### config.mk
export PLATFORM = sky130hd
export DESIGN_NAME = mret_return_ctrl
export DESIGN_NICKNAME = d
export VERILOG_FILES = /design/src/rtl/mret_return_ctrl.sv
export SDC_FILE = /design/constraint.sdc
export NUM_CORES = 1
export LEC_CHECK = 0
export BUFFER_PORTS_ARGS = -buffer_cell sky130_fd_sc_hd__buf_2
export CAP_MARGIN = 10
export CORE_ASPECT_RATIO = 0.6
export CORE_MARGIN = 3
export CORE_UTILIZATION = 47
export CTS_BUF_LIST = sky130_fd_sc_hd__clkbuf_4 sky130_fd_sc_hd__clkbuf_8
export DETAILED_ROUTE_END_ITERATION = 7
export PLACE_DENSITY = 0.95
export SETUP_SLACK_MARGIN = 0.1
export SYNTH_ARGS = -nofsm -noshare
export SYNTH_HDL_FRONTEND = slang
export SYNTH_SLANG_ARGS = --single-unit
### constraint.sdc
create_clock -name clk -period 2.15 [get_ports clk]
set_input_delay 0.43 -clock clk [delete_from_list [all_inputs] [get_ports clk]]
set_output_delay 0.43 -clock clk [all_outputs]
set_load 0.1 [all_outputs]
### src/rtl/mret_return_ctrl.sv
`default_nettype none
// ============================================================================
// Module   : mret_return_ctrl
// Purpose  : mret trap-return sequencer. It issues a one-cycle redirect to the
//            aligned mepc, flushes the front end and restores MIE from MPIE.
//            The optional interrupt shadow during refill is enabled by the
//            MRET_IRQ_SHADOW_EN macro.
// Revision : 1.0 - initial release
// ============================================================================
module mret_return_ctrl #(
    parameter int REFILL_CYCLES  = 4,
    parameter int RESET_PC_ALIGN = 2
) (
    input  logic        clk,
    input  logic        reset,
    input  logic        mret_mem,
    input  logic        trap_taken,
    input  logic [31:0] mepc_i,
    input  logic        mpie_i,
    output logic        pc_redirect_valid,
    output logic [31:0] pc_redirect_adr,
    output logic        flush_front,
    output logic        clear_counter,
    output logic        mstatus_wen,
    output logic        mie_o,
    output logic        mpie_o,
    output logic        irq_mask,
    output logic        busy
);

    localparam logic [31:0] c_align_mask = ~((32'd1 << RESET_PC_ALIGN) - 32'd1);

    typedef enum logic [1:0] {
        S_IDLE     = 2'd0,
        S_REDIRECT = 2'd1,
        S_REFILL   = 2'd2
    } state_t;

    state_t      r_state;
    logic [31:0] r_mepc;
    logic        r_mpie;
    logic        w_redirect;

`ifdef MRET_IRQ_SHADOW_EN
    localparam logic [2:0] c_rcnt_last = 3'(REFILL_CYCLES - 1);
    logic [2:0] r_rcnt;
`endif

    // Legal REFILL_CYCLES is 1..7; this block only elaborates on a bad setting.
    if (REFILL_CYCLES < 1 || REFILL_CYCLES > 7) begin : g_refill_cycles_out_of_range
    end

    always_ff @(posedge clk or posedge reset) begin
        if (reset) begin
            r_state <= S_IDLE;
            r_mepc  <= '0;
            r_mpie  <= 1'b0;
`ifdef MRET_IRQ_SHADOW_EN
            r_rcnt  <= '0;
`endif
        end else if (trap_taken) begin
            // Trap entry owns the pipeline: any pending return is abandoned.
            r_state <= S_IDLE;
`ifdef MRET_IRQ_SHADOW_EN
            r_rcnt  <= '0;
`endif
        end else begin
            case (r_state)
                S_IDLE: begin
                    if (mret_mem) begin
                        r_mepc  <= mepc_i;
                        r_mpie  <= mpie_i;
                        r_state <= S_REDIRECT;
                    end
                end
                S_REDIRECT: begin
`ifdef MRET_IRQ_SHADOW_EN
                    r_rcnt  <= '0;
                    r_state <= S_REFILL;
`else
                    r_state <= S_IDLE;
`endif
                end
`ifdef MRET_IRQ_SHADOW_EN
                S_REFILL: begin
                    if (mret_mem) begin
                        // Back-to-back return: REDIRECT reloads rcnt, restarting the shadow.
                        r_mepc  <= mepc_i;
                        r_mpie  <= mpie_i;
                        r_state <= S_REDIRECT;
                    end else if (r_rcnt == c_rcnt_last) begin
                        r_rcnt  <= '0;
                        r_state <= S_IDLE;
                    end else begin
                        r_rcnt  <= r_rcnt + 3'd1;
                    end
                end
`endif
                default: r_state <= S_IDLE;
            endcase
        end
    end

    assign w_redirect        = (r_state == S_REDIRECT);
    assign pc_redirect_valid = w_redirect;
    assign flush_front       = w_redirect;
    assign clear_counter     = w_redirect;
    assign mstatus_wen       = w_redirect;
    assign mpie_o            = w_redirect;
    assign mie_o             = w_redirect & r_mpie;
    assign pc_redirect_adr   = r_mepc & c_align_mask;
    assign busy              = (r_state != S_IDLE);

`ifdef MRET_IRQ_SHADOW_EN
    assign irq_mask = (r_state == S_REFILL) || (r_state == S_REDIRECT);
`else
    assign irq_mask = 1'b0;
`endif

endmodule
`default_nettype wire

==> Word-level counts from Yosys, hierarchy flattened <==
Index checks and enable logic that the tools add are counted.
{ "word_totals": {"register_bits": 35, "latch_bits": 0, "mem_bits_rw": 0, "romBits": 0, "in_bits": 37, "mem_count": 0} }
{ "op_classes": {"add_sub_neg": 0, "n_mul": 0, "n_div": 0, "magnitude_cmp": 0, "eq_ne": 2, "n_shift": 0, "n_mux": 3, "n_bitwise": 2, "n_reduce_logical": 3} }
{ "op_table": {"columns": ["operator", "count"], "rows": [
  ["two-way mux 2 bit", 3],
  ["inequality test 3 bit (second input constant)", 1],
  ["AND reduction 3 bit", 1],
  ["equality test 2 x 1 -> 1 bit (second input constant)", 1],
  ["logical NOT 2 bit", 1],
  ["nonzero test 2 bit", 1],
  ["bitwise AND 1 bit", 1],
  ["inverter 1 bit", 1]
]} }

==> Longest topological paths before layout <==
Gate-level depths: netlist (run 1).
{ "logic_depth": {"ltp_word": 3, "ltp_mapped": 3, "depth_no_buf": 2} }

==> Worst setup path after synthesis (run 1) <==
No wires, ideal clock.
{ "synth_timing": {"path_kind": "flip-flop to output port", "start": "reg r_state[0]", "end": "out mie_o", "arrival_time_ns": 1.905, "required_ns": 1.720, "path_slack_ns": -0.185, "path_stages_with_launch": 2, "n_path_buf": 0, "path_cell_list": "dfrtp_1 and2_1"} }
{ "synth_between": {"elab_chain_cells": 2} }
{ "synth_rtl": {"columns": ["item", "line", "source"], "rows": [
  ["from (decl)", "39", "state_t r_state;"],
  ["from (signal assigned)", "55", "r_state <= S_IDLE;"],
  ["from (signal assigned)", "63", "r_state <= S_IDLE;"],
  ["from (signal assigned)", "73", "r_state <= S_REDIRECT;"],
  ["equality test 2 x 1 -> 1 bit", "104", "assign w_redirect = (r_state == S_REDIRECT);"],
  ["bitwise AND 1 bit", "110", "assign mie_o = w_redirect & r_mpie;"],
  ["to (decl)", "25", "output logic mie_o,"]
]} }
Every way passes these cells.

==> Worst setup path after layout (run 1) <==
Same ends and word-level chain as after synthesis.

==> results.txt, run 1 <==
status = completed
worst rel slew slack = 0.656
routed vias = 826
setup ws final = 443 ps
gpl congestion = 0.693
Syn Std Cell Area = 0.00128 mm2
gr usage total = 0.177
Worst Tran Pin Value = 516 ps
Pwr Density = 1370 mW/mm2
clk_lat worst skew = 280 ps
detailed placement HPWL = 2.06 mm
vias in the first global route = 879
most common cell after layout, fill and taps aside = buf_2
warnings from Yosys = 0
register area share after synthesis = 0.627
Cell variety after synth = 9
critical path, cell by cell = and2_2, buf_2
full die area = 0.00340 mm2
Die Ht = 46.4 um
crit share post-route = 0.794
endpoints failing setup = 0
CP Data Arrival Time = 1280 ps
# resized after CTS = 0
first-pass GRT wire length = 4.17 mm
area occupied by multi-input gates = 387 um2
initial antenna violation count = 0
layout cells sized above 1 = 0.762
Synth Instances = 78
crit path max-delay cell type = dfrtp_2
DRC = 0
largest net degree at the start of global routing = 21
Clock Tree Root = clkbuf_8
met1 layer usage reported by global route = 0.202
iteration-0 DRC count of the detailed router = 24
FP Rows = 13
Power Total = 2.35 mW
Post-CTS Setup Inserts = 0
FF/Latch Area = 802 um2
die width = 73.3 um
CTS tree = done
met3 Track Usage GR = 0.0784
syn_area_per_cell = 16.4 um2
ant diodes = 0
FF-to-FF Start = r_state[0]
MaxCap Viol Count = 0
critical path class = flip-flop to output pin
final antenna-violating net count = 0
I/O pins = 77
Final Instance Area = 0.00171 mm2
Sink Count = 32
CTS max path bufs = 2
H-tree depth = 2
CTS buffer count = 5
Startpoint Class = flip-flop
setup tns final = 0 ps
fillcell total = 174
number of port buffers = 71
fmax = 0.586 GHz
placed cell area = 0.00162 mm2
Static Leak = 0.876 nW
busiest layer in global routing = met2
drt via density = 4.56
Fin Hold WS = 175 ps
WL final = 2.52 mm
first-pass detailed-route iteration total = 4
Critical R2R Capture = r_mepc[2]
Max FO, Critical Path = 8
Area growth, synth to finish = 34.2%
count of final hold-check violations = 0
# hold bufs at CTS = 0
M2 GR Usage = 0.288
worst path bufs/invs = 1
Worst Hold Class = input pin to asynchronous set/reset pin
CP peak stage delay = 420 ps
FF-to-FF path depth = 3
crit-path leading delay family = flip-flops
Critical Path End Type = output pin
initial core utilization = 0.541
GRT overflow = 0
clk slew on worst S/H paths = 60 ps
Final Critical Period = 1710 ps
Clock Skew = 4.56 ps
Yosys reg bits = 32
VDD IR-drop max = 781 uV
max-slew violation count = 0
final net count = 187
Worst EP required = 1720 ps
core box area = 0.00236 mm2
wire length per cell = 13.9 um
pre-CTS setup slack = 450 ps
r2r setup slk = 580 ps
most frequent cells in the layout = 71 x buf_2, 31 x dfrtp_1, 30 x mux2_2, 6 x clkbuf_8, 3 x conb_1
RSZ-0062 raised after global routing = no
## how the worst max path moves through the flow
stage | startpoint | endpoint | cells after the start
global route | r_state[0] | mie_o | 2
finish | r_state[0] | mie_o | 2
global placement | trap_taken | r_mepc[29] | 4
CTS | r_state[0] | mie_o | 2
floorplan | r_state[0] | mie_o | 1
detailed placement | trap_taken | r_mepc[29] | 4
## through the flow
step / cells / util
finish: 181 / 0.726
global route: 181 / 0.726
CTS: 181 / 0.726
detailed placement: 173 / 0.687
global placement: 173 / 0.687
floorplan: 80 / -
## per-layer routing
metal | share of wire | wire length, um | up-vias
li1 | - | - | 399
met5 | 0 | 0 | -
met4 | 0.016 | 40 | 0
met3 | 0.12 | 313 | 7
met1 | 0.36 | 908 | 374
met2 | 0.50 | 1260 | 46
## worst register-to-register path: stages (launching register included)
cell	delay, ps
dfrtp_2	450
nor3b_4	350
buf_4	290
mux2_2	360
## kinds of logic after synthesis
group                  after synthesis  synth area share
DFF                                 32             0.627
muxes                               31             0.274
buffers and inverters               12            0.0765
and+or+nand+nor                      2            0.0196
other                                1           0.00294
## area by class of cell
cell class	count	share of cell area
flip-flops and latches	32	0.468
repair buffers	74	0.228
multi-input cells	36	0.226
clock buffers	6	0.0482
well taps	30	0.0219
clock inverters	2	0.00584
inverters	1	0.00219
## sequential cells by signal, summed over array words and instances (netlist names)
| signal | count |
|---|---|
| r_mepc | 30 |
| r_mpie | 1 |
| r_state | 1 |
## cell usage after synthesis
cell     instances  area share
and2_1           1      0.0049
buf_4            8       0.047
buf_6            3       0.026
conb_1           1      0.0029
dfrtp_1         32        0.63
inv_1            1      0.0029
mux2_1           1      0.0088
mux2_2          30        0.26
nor3b_4          1       0.015
## where the power goes
group          switching (mW)  internal, mW  total, mW
combinational           0.942         0.185       1.13
clock                   0.207         0.255      0.462
sequential             0.0506         0.708      0.758
Power figures use the tool's default switching activity.
==> run 2, diff against run 1 <==
CORE_UTILIZATION = 40   (was 47)
PLACE_DENSITY = 0.89   (was 0.95)
clock period = 1.35 ns   (was 2.15 ns; I/O delays follow)
==> run 2 against run 1 <==
  * The flow now finishes with violations (setup timing)
  * Combinational power grew 88%
  * Register-to-register slack lost 730 ps
  * Hold slack gained 44 ps
  * Routed wire length grew 27%
  * Power grew 74%
  * Sequential cell count is the same
  * Die area grew 16%
  * Non-clock buffer count grew 11
  * Via count grew 13%
  * Cell area grew 29%
  * Global-route usage shrank 1.3 points
==> results.txt, run 2 (synthesis gave the netlist of run 1 again) <==
status = complete, but fails checks
failing checks = setup timing
Area growth, synth to finish = 73.5%
placed cells = 187
H-tree depth = 2
Worst Hold Class = input pin to flip-flop
Startpoint Class = flip-flop
Static Leak = 1.12 nW
clk_lat worst skew = 280 ps
VDD IR-drop max = 1200 uV
DRC = 0
final antenna-violating net count = 0
Most flops, register = r_mepc
clk slew on worst S/H paths = 70 ps
detailed placement HPWL = 2.04 mm
Fin Hold WS = 219 ps
Max FO, Critical Path = 7
initial core utilization = 0.430
Pwr Density = 1840 mW/mm2
switching power share of the total = 0.482
Worst EP required = 1510 ps
wire length per cell = 15.7 um
max FFs per register = 30
count of final hold-check violations = 0
Clock Tree Root = clkbuf_8
I/O pins = 77
MaxCap Viol Count = 0
Layout Utilization = 0.747
gpl congestion = 0.628
FP Rows = 15
CP peak stage delay = 500 ps
max-slew violation count = 0
crit share post-route = 1.11
CP Data Arrival Time = 1660 ps
largest net degree at the start of global routing = 20
core box area = 0.00297 mm2
drt via density = 4.57
initial antenna violation count = 0
NetSw = 1.97 mW
endpoints failing setup = 38
routed vias = 932
clock network power share = 0.178
setup ws final = -149 ps
P_int = 2.11 mW
Critical Path End Type = flip-flop
first-pass detailed-route iteration total = 3
iteration-0 DRC count of the detailed router = 8
layout cells sized above 1 = 0.778
Critical path origin = r_state[0]
most common cell after layout, fill and taps aside = buf_2
Power Total = 4.08 mW
RSZ-0062 raised after global routing = yes
Die Ht = 49.8 um
first-pass GRT wire length = 4.76 mm
min-delay src = mepc_i[22]
Comb pwr share = 0.520
CTS max path bufs = 2
pre-CTS setup slack = -85.6 ps
Sink Count = 32
FF-to-FF Start = r_state[0]
r2r setup slk = -150 ps
GRT overflow = 0
placed cell area = 0.00176 mm2
fmax = 0.667 GHz
number of port buffers = 71
Largest regs = r_mepc x30, r_mpie x1, r_state x1
gr usage total = 0.164
CTS buffer count = 5
CTS tree = done
ant diodes = 0
final net count = 198
Seq pwr share = 0.302
Clock Skew = 6.90 ps
critical path, cell by cell = nor3b_4, buf_6, clkbuf_16, mux2_4
crit path max-delay cell type = dfrtp_4
full die area = 0.00393 mm2
Cell Count, Final, Fillers Out = 204
setup tns final = -4580 ps
critical path class = flip-flop to flip-flop
WL final = 3.21 mm
vias in the first global route = 1011
die width = 78.9 um
most frequent cells in the layout = 34 x buf_2, 32 x buf_4, 31 x mux2_4, 31 x dfrtp_1, 9 x buf_12
Final Instance Area = 0.00221 mm2
Final Critical Period = 1500 ps
run 2: final cells by class:
cell class,instances,area [um2]
Sequential cell,32,805
Fill cell,191,751
Multi-Input combinational cell,36,504
Inverter,1,3.75
Timing Repair Buffer,85,757
Tap cell,42,52.6
Clock buffer,6,82.6
Clock inverter,2,10.0
run 2: what timing repair did:
action | CTS | global route
endpoints found under the hold margin | 13 | 0
pin swaps | 0 | 1
endpoints found under the setup margin | 68 | 38
resized for setup | 65 | 10
buffers inserted | 5 | 0
gates cloned | 1 | 2
hold buffers | 1 | 0
run 2: final timing paths:
check	end	cells after the start
max	r_mepc[8]	4
min	r_mepc[22]	2
max reg2reg	r_mepc[8]	4
min reg2reg	r_mepc[11]	1
max in group asynchronous	r_state[0]	4
min in group asynchronous	r_mepc[18]	4
run 2: layer usage:
layer	vias up	share of wire	wire length, um	GRT usage
li1	423	-	-	-
met1	461	0.41	1300	0.179
met2	45	0.51	1630	0.293
met3	3	0.082	262	0.0584
met4	0	0.0044	14	0.0629
met5	-	0	0	0
run 2: worst max-delay path: cells and delay by family (launching register included):
kind / cells / cell delay, ps
simple gates: 1 / 250
mux: 1 / 300
buf+inv: 2 / 320
flops: 1 / 500
run 2: power groups by stage:
stage / sequential [mW] / combinational (mW) / clock (mW)
detailed placement: 1.23 / 1.85 / 0
floorplan: 2.42 / 0.335 / 0
global placement: 1.21 / 1.83 / 0
finish: 1.23 / 2.12 / 0.726
global route: 1.25 / 2.17 / 0.786
CTS: 1.23 / 2.08 / 0.743
==> run 3, diff against run 2 <==
==> constraint.sdc (replaced) <==
create_clock -name clk -period 1.35 [get_ports clk]
set_input_delay 0.135 -clock clk [delete_from_list [all_inputs] [get_ports clk]]
set_output_delay 0.135 -clock clk [all_outputs]
set_load 0.1 [all_outputs]
==> run 3 against run 2 <==
  * The flow still finishes with violations (setup timing)
  * Largest power group unchanged
  * Highest routed layer is now met3
  * Power fell by 2.9%
  * Die area did not move
  * Critical endpoint is now r_mepc[15]
  * Register-to-register slack improved by 50 ps
==> results.txt, run 3 (synthesis gave the netlist of run 1 again) <==
Max FO, Critical Path = 13
RSZ-0062 raised after global routing = yes
final antenna-violating net count = 0
Clock Skew = 7.33 ps
max FFs per register = 30
area occupied by multi-input gates = 458 um2
max-slew violation count = 0
most common cell after layout, fill and taps aside = buf_2
H-tree depth = 2
most frequent cells in the layout = 64 x buf_2, 31 x dfrtp_1, 19 x mux2_4, 12 x mux2_2, 8 x buf_12
placed cell area = 0.00176 mm2
initial antenna violation count = 0
met3 wire len = 211 um
first-pass detailed-route iteration total = 2
detailed placement HPWL = 1.99 mm
worst path bufs/invs = 2
Clock Tree Root = clkbuf_8
VDD IR-drop max = 1180 uV
layout cells sized above 1 = 0.772
Pwr Density = 1960 mW/mm2
Most flops, register = r_mepc
vias in the first global route = 959
Final Instance Area = 0.00202 mm2
crit path max-delay cell type = dfrtp_4
core box area = 0.00297 mm2
ant diodes = 0
crit share post-route = 1.08
failing checks = setup timing
endpoints failing setup = 32
WL final = 2.90 mm
Largest regs = r_mepc x30, r_mpie x1, r_state x1
Area growth, synth to finish = 58.4%
CTS tree = done
crit-path leading delay family = flip-flops
met2 routed WL = 1.45 mm
CTS max path bufs = 2
gr usage total = 0.152
critical path class = flip-flop to flip-flop
CP peak stage delay = 490 ps
drt via density = 4.50
Die Ht = 49.8 um
Critical Path End Type = flip-flop
die width = 78.9 um
wire length per cell = 14.5 um
routed vias = 899
placed cells = 187
Startpoint Class = flip-flop
Static Leak = 1.02 nW
final net count = 194
Sink Count = 32
iteration-0 DRC count of the detailed router = 5
CP Data Arrival Time = 1610 ps
gpl congestion = 0.629
fillcell total = 220
Worst EP required = 1510 ps
full die area = 0.00393 mm2
I/O pins = 77
uppermost routed layer = met3
M1 WL = 1.23 mm
clk_lat worst skew = 270 ps
fmax = 0.688 GHz
FP Rows = 15
GRT overflow = 0
Cell Count, Final, Fillers Out = 200
largest net degree at the start of global routing = 20
number of port buffers = 71
first-pass GRT wire length = 4.46 mm
MaxCap Viol Count = 0
status = complete, but fails checks
Worst Hold Class = input pin to flip-flop
clk slew on worst S/H paths = 70 ps
CTS buffer count = 5
count of final hold-check violations = 0
Final Critical Period = 1450 ps
DRC = 0
setup ws final = -103 ps
FF/Latch Area = 805 um2
initial core utilization = 0.430
critical path, cell by cell = nor3b_4, buf_4, buf_16, mux2_2
run 3: cell count changes in the layout (fill, tap and decap cells not counted), sizes merged:
cell / change
clkinv: -2
buf: -3
clkbuf: +1
run 3: worst paths after layout:
check,start,endpoint,slack (ps),depth (start not counted)
worst max register to register,r_state[0],r_mepc[15],-100,4
worst min-delay path,mepc_i[4],r_mepc[4],90,2
worst max-delay path,r_state[0],r_mepc[15],-100,4
worst min register to register,r_mepc[2],r_mepc[2],510,1
min in group asynchronous,reset,r_mepc[20],410,4
max in group asynchronous,reset,r_state[0],700,4
run 3: power by group:
| group | total (mW) | switching (mW) | internal, mW |
|---|---|---|---|
| logic | 1.95 | 1.53 | 0.420 |
| clock network | 0.798 | 0.314 | 0.485 |
| registers | 1.21 | 0.0855 | 1.13 |
| total | 3.96 | 1.93 | 2.03 |
run 3: through the flow:
stage	hold WS [ps]	total power [mW]	setup TNS, ps	utilization	setup WS [ps]
after floorplan	251	2.76	-7090	-	-239
after global placement	149	3.04	-1220	0.593	-48.5
after detailed placement	154	3.08	-1570	0.593	-71.9
after CTS	76.4	3.95	-2320	0.662	-92.6
after global routing	77.6	4.09	-3670	0.682	-149
final	89.1	3.96	-2390	0.682	-103
run 3: final cells by class:
type	instances	area share
sequential	32	0.398
timing repair buffer	81	0.296
multi-input combinational	36	0.226
clock buffer	8	0.0514
tap	42	0.0260
inverter	1	0.00186
run 3: repair_timing:
action / CTS / global route
setup buffers: 2 / 0
gates cloned: 1 / 1
pin swaps: 0 / 0
setup endpoints to repair: 38 / 38
hold buffers: 1 / 0
gates resized for setup: 14 / 9
endpoints found under the hold margin: 32 / 0
run 3: layer usage:
metal,global-route usage,vias to the layer above
met5,0,-
met4,0.0514,0
met3,0.0602,0
met2,0.255,43
met1,0.179,443
li1,-,413
